===== src/rtl/tilelink_initiator.sv =====
// ---------------------------------------------------------------------------
// tilelink_initiator
//
// Single-outstanding TileLink-UL initiator. A simple load/store request is
// turned into one A-channel beat. The matching D-channel beat is collected and
// returned to the client as a one-cycle response pulse. Only one transaction
// is in flight at a time.
//
// Optional feature macro: TL_INITIATOR_TIMEOUT_EN
//   Defined   : WAIT_D gives up after TIMEOUT_CYCLES cycles without a matching
//               D beat. It then returns an error response.
//   Undefined : WAIT_D waits indefinitely and TIMEOUT_CYCLES is ignored.
//
// Parameters
//   SOURCE_ID       8-bit source tag. It is driven on a_source and must match
//                   d_source.
//   TIMEOUT_CYCLES  D-wait limit (1..255). Used only with the timeout feature.
//
// Ports
//   clock, reset           single clock; synchronous active-high reset
//   req_valid/req_ready    client request handshake
//   req_write              1 = store, 0 = load
//   req_addr/wdata/mask    request address, store data, store byte enables
//   rsp_valid              one-cycle response pulse
//   rsp_rdata/rsp_error    response payload, held until the next response
//   a_valid/a_ready        A-channel handshake
//   a_opcode/size/source/address/mask/data   A-channel beat fields
//   d_valid/d_ready        D-channel handshake
//   d_opcode/source/data/error               D-channel beat fields
// ---------------------------------------------------------------------------
module tilelink_initiator #(
    parameter logic [7:0]  SOURCE_ID      = 8'd0,
    parameter int unsigned TIMEOUT_CYCLES = 255
) (
    input  logic        clock,
    input  logic        reset,

    input  logic        req_valid,
    output logic        req_ready,
    input  logic        req_write,
    input  logic [31:0] req_addr,
    input  logic [31:0] req_wdata,
    input  logic [3:0]  req_mask,

    output logic        rsp_valid,
    output logic [31:0] rsp_rdata,
    output logic        rsp_error,

    output logic        a_valid,
    input  logic        a_ready,
    output logic [2:0]  a_opcode,
    output logic [2:0]  a_size,
    output logic [7:0]  a_source,
    output logic [31:0] a_address,
    output logic [3:0]  a_mask,
    output logic [31:0] a_data,

    input  logic        d_valid,
    output logic        d_ready,
    input  logic [2:0]  d_opcode,
    input  logic [7:0]  d_source,
    input  logic [31:0] d_data,
    input  logic        d_error
);

    localparam logic [2:0] OP_PUT_FULL    = 3'd0;
    localparam logic [2:0] OP_PUT_PARTIAL = 3'd1;
    localparam logic [2:0] OP_GET         = 3'd4;
    localparam logic [2:0] D_ACK          = 3'd0;
    localparam logic [2:0] D_ACK_DATA     = 3'd1;

    typedef enum logic [1:0] {
        ST_IDLE,
        ST_SEND_A,
        ST_WAIT_D
    } state_t;

    state_t      r_state;
    logic        r_req_ready;
    logic        r_a_valid;
    logic        r_d_ready;
    logic        r_rsp_valid;
    logic        r_rsp_error;
    logic [31:0] r_rsp_rdata;
    logic [2:0]  r_a_opcode;
    logic [3:0]  r_a_mask;
    logic [31:0] r_a_address;
    logic [31:0] r_a_data;

    logic        w_req_fire;
    logic        w_a_fire;
    logic        w_d_match;
    logic        w_is_get;
    logic        w_op_error;
    logic        w_timeout;

    assign w_req_fire = (r_state == ST_IDLE) && req_valid && r_req_ready;
    assign w_a_fire   = (r_state == ST_SEND_A) && r_a_valid && a_ready;

    // D beats are only consumed in WAIT_D and only with our own source tag.
    // Everything else is swallowed by d_ready and has no effect.
    assign w_d_match  = (r_state == ST_WAIT_D) && d_valid && r_d_ready &&
                        (d_source == SOURCE_ID);

    assign w_is_get   = (r_a_opcode == OP_GET);

    // A Get must be answered with AccessAckData. A Put must be answered with AccessAck.
    assign w_op_error = w_is_get ? (d_opcode != D_ACK_DATA) : (d_opcode != D_ACK);

`ifdef TL_INITIATOR_TIMEOUT_EN
    logic [7:0] r_wait_cnt;

    // The counter is zero in the first WAIT_D cycle. It steps once per cycle
    // without a matching beat. The cycle that sees it at TIMEOUT_CYCLES is the
    // last chance for a real beat. Otherwise the timeout response goes out next cycle.
    always_ff @(posedge clock) begin
        if (reset) begin
            r_wait_cnt <= '0;
        end else if (w_a_fire) begin
            r_wait_cnt <= '0;
        end else if ((r_state == ST_WAIT_D) && !w_d_match) begin
            r_wait_cnt <= r_wait_cnt + 8'd1;
        end
    end

    assign w_timeout = (r_state == ST_WAIT_D) && !w_d_match &&
                       (r_wait_cnt == 8'(TIMEOUT_CYCLES));
`else
    logic [7:0] w_unused_timeout;
    assign w_unused_timeout = 8'(TIMEOUT_CYCLES);
    assign w_timeout        = 1'b0;
`endif

    // NOTE: every register here uses <= so that all state updates see the
    // values from before the edge. A blocking = would let later lines see
    // half-updated state and would break simulation/synthesis equivalence.
    always_ff @(posedge clock) begin
        if (reset) begin
            r_state     <= ST_IDLE;
            r_req_ready <= 1'b0;
            r_a_valid   <= 1'b0;
            r_d_ready   <= 1'b0;
            r_rsp_valid <= 1'b0;
            r_rsp_error <= 1'b0;
            r_rsp_rdata <= '0;
            r_a_opcode  <= '0;
            r_a_mask    <= '0;
            r_a_address <= '0;
            r_a_data    <= '0;
        end else begin
            r_rsp_valid <= 1'b0;
            r_d_ready   <= 1'b1;

            case (r_state)
                ST_IDLE: begin
                    // req_ready comes up one cycle after reset and stays up
                    // until a request is taken.
                    r_req_ready <= !w_req_fire;
                    if (w_req_fire) begin
                        r_a_address <= req_addr;
                        r_a_data    <= req_wdata;
                        if (!req_write) begin
                            r_a_opcode <= OP_GET;
                            r_a_mask   <= 4'hF;
                        end else begin
                            r_a_opcode <= (req_mask == 4'hF) ? OP_PUT_FULL : OP_PUT_PARTIAL;
                            r_a_mask   <= req_mask;
                        end
                        r_a_valid <= 1'b1;
                        r_state   <= ST_SEND_A;
                    end
                end

                ST_SEND_A: begin
                    if (w_a_fire) begin
                        r_a_valid <= 1'b0;
                        r_state   <= ST_WAIT_D;
                    end
                end

                ST_WAIT_D: begin
                    if (w_d_match) begin
                        r_rsp_valid <= 1'b1;
                        r_rsp_rdata <= w_is_get ? d_data : 32'd0;
                        r_rsp_error <= d_error | w_op_error;
                        r_req_ready <= 1'b1;
                        r_state     <= ST_IDLE;
                    end else if (w_timeout) begin
                        r_rsp_valid <= 1'b1;
                        r_rsp_rdata <= 32'd0;
                        r_rsp_error <= 1'b1;
                        r_req_ready <= 1'b1;
                        r_state     <= ST_IDLE;
                    end
                end

                default: begin
                    r_state <= ST_IDLE;
                end
            endcase
        end
    end

    assign req_ready = r_req_ready;
    assign rsp_valid = r_rsp_valid;
    assign rsp_rdata = r_rsp_rdata;
    assign rsp_error = r_rsp_error;
    assign a_valid   = r_a_valid;
    assign a_opcode  = r_a_opcode;
    assign a_size    = 3'd2;
    assign a_source  = SOURCE_ID;
    assign a_address = r_a_address;
    assign a_mask    = r_a_mask;
    assign a_data    = r_a_data;
    assign d_ready   = r_d_ready;

endmodule

===== config.mk =====
export PLATFORM = sky130hd
export DESIGN_NAME = tilelink_initiator
export DESIGN_NICKNAME = d
export VERILOG_FILES = /design/src/rtl/tilelink_initiator.sv
export SDC_FILE = /design/constraint.sdc
export NUM_CORES = 1
export LEC_CHECK = 0
export ABC_CLOCK_PERIOD_IN_PS = 1400
export CAP_MARGIN = 30
export CORE_ASPECT_RATIO = 1.25
export CORE_MARGIN = 2
export CORE_UTILIZATION = 34
export CTS_CLUSTER_SIZE = 10
export DETAILED_ROUTE_END_ITERATION = 6
export GPL_TIMING_DRIVEN = 0
export PLACE_DENSITY = 0.89
export SLEW_MARGIN = 20
export SYNTH_ARGS = -nofsm -noshare
export SYNTH_HDL_FRONTEND = slang
export SYNTH_SLANG_ARGS = --single-unit

===== constraint.sdc =====
create_clock -name clock -period 1.4 [get_ports clock]
set_clock_uncertainty 0.1 [all_clocks]
set_input_delay 0.28 -clock clock [delete_from_list [all_inputs] [get_ports clock]]
set_output_delay 0.28 -clock clock [all_outputs]
set_load 0.01 [all_outputs]

==> flow_summary_export.csv <==
group,metric,value,unit
outcome,status,"complete, but fails checks",
outcome,failed_checks,"setup timing",
final_layout,finalNonFillerCells,837,
cts,clock_path_buffers,2,
cts,clock-root-buffer,"clkbuf_16",
pwr,power_leakage,3.27,nW
cts,cts_htree_levels,3,
cts,clk_pin_slew_worst_paths,0.08,ns
routing,wl_per_cell,17.1,um
routing,num_vias,4144,
hold_path,min-delay-path-class,"in2reg",
synthesis,mappedNetlistArea,3930,um2
sta,final-hold-violation-count,0,
routing,first_pass_iters,4,
sta,hold_slack,0.322,ns
sta,slew_headroom,58.3,%
synthesis,synth-async-reset-ratio,0,%
setup_path,crit_end,"rsp_rdata[1]",
setup_path,cp-end-kind,"flip-flop",
grt,met3_usage,4.38,%
synthesis,synth.distinct_cells,37,
sta,fin_ws,-0.134,ns
grt,grt_pass1_vias,4166,
placed_design,globalplace.congestion,0.811,
sta,fin_tns_setup,-7.16,ns
sta,period_share,110,%
routing,ant_nets,0,
grt,antenna_found_initial,0,
sta,grt_setup_unrepaired,"yes",
setup_path,r2r_cells,6,
setup_path,start_kind,"flip-flop",
placed_design,port_buffers,224,
pwr,peakVddDrop,787,uV
synthesis,ys_ff_latch,109,
setup_path,crit_start,"r_state[0]",
routing,vias_per_cell,4.95,
die,placementRows,43,
die,fp.coreArea,11200,um2
setup_path,r2r_end,"rsp_rdata[1]",
placed_design,place_inst,795,
synthesis,syn_inst,426,
placed_design,dp_hpwl,9640,um
final_layout,syn2layout_area_growth,85.0,%
sta,period_needed,1.53,ns
sta,fmax,652,MHz
final_layout,antenna_cells,0,
grt,grt_pass1_wl,20800,um
routing,routed_wl,14300,um
final_layout,nets,815,
routing,drc,0,
pwr,total_power,7.21,mW
die,io_pins,237,
grt,grt_most_used_layer,"met2",
cts,cts.sinks,109,
final_layout,fillers,883,
sta,finalSetupViolCount,102,
setup_path,arrival,1.74,ns
die,dieArea,12400,um2
die,chipHeight,124,um
setup_path,reg2reg_from,"r_state[0]",
synthesis,synth_edf_count,0,
setup_path,cp_max_fo,3,
synthesis,avgSynthCellArea,9.22,um2
setup_path,cp_data_required_time,1.60,ns
grt,grt-ovfl-total,0,
flow_run,cap_violations,0,
setup_path,worstSetupPathType,"reg2reg",
routing,drt-initial-drc-count,136,
grt,grt_max_degree,21,
final_layout,drive_gt1_share,22.1,%
setup_path,reg2reg_slack,-0.13,ns
grt,grt_use_met1,21.9,%
synthesis,yosysWarnings,0,
grt,gr-usage-all-layers,21.3,%
cts,numCtsBuffers,9,
cts,clkLatencyLatePin,0.34,ns
die,initial_core_util,35.1,%
synthesis,seq_area_frac_synth,55.6,%
cts,cts_tree,"yes",
sta,worst_slew_pin_slew,0.625,ns
pwr,power_density,992,nW/um2
grt,grt.met2_usage,41.3,%
synthesis,synth-main-ff-cell,"dfxtp_1",
die,die_w,100,um
sta,drv_slew,0,
-- worst min path at each step --
stage,endpoint,depth (start not counted),from,slack [ns]
global placement,a_data[0],2,a_data[0],0.34
CTS,d_ready,2,reset,0.32
global route,d_ready,2,reset,0.35
detailed placement,a_data[31],2,a_data[31],0.35
floorplan,d_ready,1,reset,0.27
finish,d_ready,2,reset,0.32
-- power by group --
group          switching [mW]  total [mW]  internal, mW  leakage, nW
Clock                    1.26        2.70          1.44        0.152
Sequential             0.0716        3.29          3.22        0.888
Combinational           0.541        1.21         0.674         2.23
-- state kept, by name (all words and copies together), names as in the netlist --
| name | cells |
|---|---|
| a_address | 32 |
| a_data | 32 |
| a_mask | 4 |
| a_opcode | 2 |
| a_valid | 1 |
| d_ready | 1 |
| r_state | 2 |
| req_ready | 1 |
| rsp_error | 1 |
| rsp_rdata | 32 |
| rsp_valid | 1 |
-- synth_stat cells (all sizes together), types with 2 or more instances --
cell type	n	area share, %
and3	3	0.48
nor4	2	0.70
nor3	5	0.64
buf	34	6.8
a31oi	2	0.48
clkbuf	9	0.86
inv	2	0.19
a21oi	67	8.5
a22o	32	7.1
nor2	6	0.57
dfxtp	109	56
conb	2	0.19
nand2	129	12
nor3b	5	0.96
and4bb	2	0.73
-- cell usage in the layout (no fill, tap or decap), types with 5 or more instances in the layout --
master,count
buf_6,20
nand2_1,113
conb_1,12
a21oi_2,25
dfxtp_1,102
dlygate4sd2_1,105
a21oi_1,42
nor3b_2,5
nand2_2,7
buf_2,6
clkdlybuf4s50_1,106
buf_12,6
buf_4,24
clkbuf_16,10
nand2_4,9
a22o_1,32
clkdlybuf4s15_1,7
clkbuf_2,6
-- timing repair --
item | CTS | global route
cloned | 10 | 2
endpoints found under the setup margin | 212 | 112
resized for setup | 201 | 64
hold buffers | 0 | 0
pin swaps | 42 | 38
buffers inserted | 15 | 2
-- area by class of cell --
type | instances | area (um2) | area share, %
sequential | 109 | 2200 | 30.3
multi-input combinational | 282 | 1740 | 24.0
inverter | 2 | 7.51 | 0.103
clock buffer | 9 | 225 | 3.10
timing repair buffer | 252 | 2450 | 33.8
buffer | 41 | 379 | 5.22
clock inverter | 7 | 91.3 | 1.26
tap | 135 | 169 | 2.33
-- cells by family (layout without fill, tap and decap cells) --
group,Yosys count,after routing,share of synthesized area (%)
AOI/OAI and AO/OA,107,107,17.3
xor gates and xnor gates,1,1,0.223
buffers and inverters,45,311,7.87
DFF,109,109,55.6
other,2,12,0.191
and+or+nand+nor,162,162,18.8
-- metrics by stage --
stage	util (%)	worst slack, ns	instance area [um2]
4_1_cts	62.9	-0.168	7040
3_5_place_dp	57.0	-0.730	6380
5_1_grt	64.9	-0.171	7260
6_report	64.9	-0.134	7260
3_3_place_gp	57.0	-0.703	6380
2_1_floorplan	-	-0.00317	3970
-- per-layer routing --
layer / vias up / share of wire [%]
met1: 1983 / 36
met2: 164 / 55
met5: - / 0
met3: 31 / 5.6
li1: 1966 / -
met4: 0 / 2.8
-- critical path, cell delays in order (launching register included) --
cell,delay (ns)
dfxtp_4,0.35
and4bb_4,0.34
and4_4,0.29
buf_12,0.13
buf_6,0.09
buf_6,0.08
a22o_1,0.10
(Power assumes the default switching activity.)
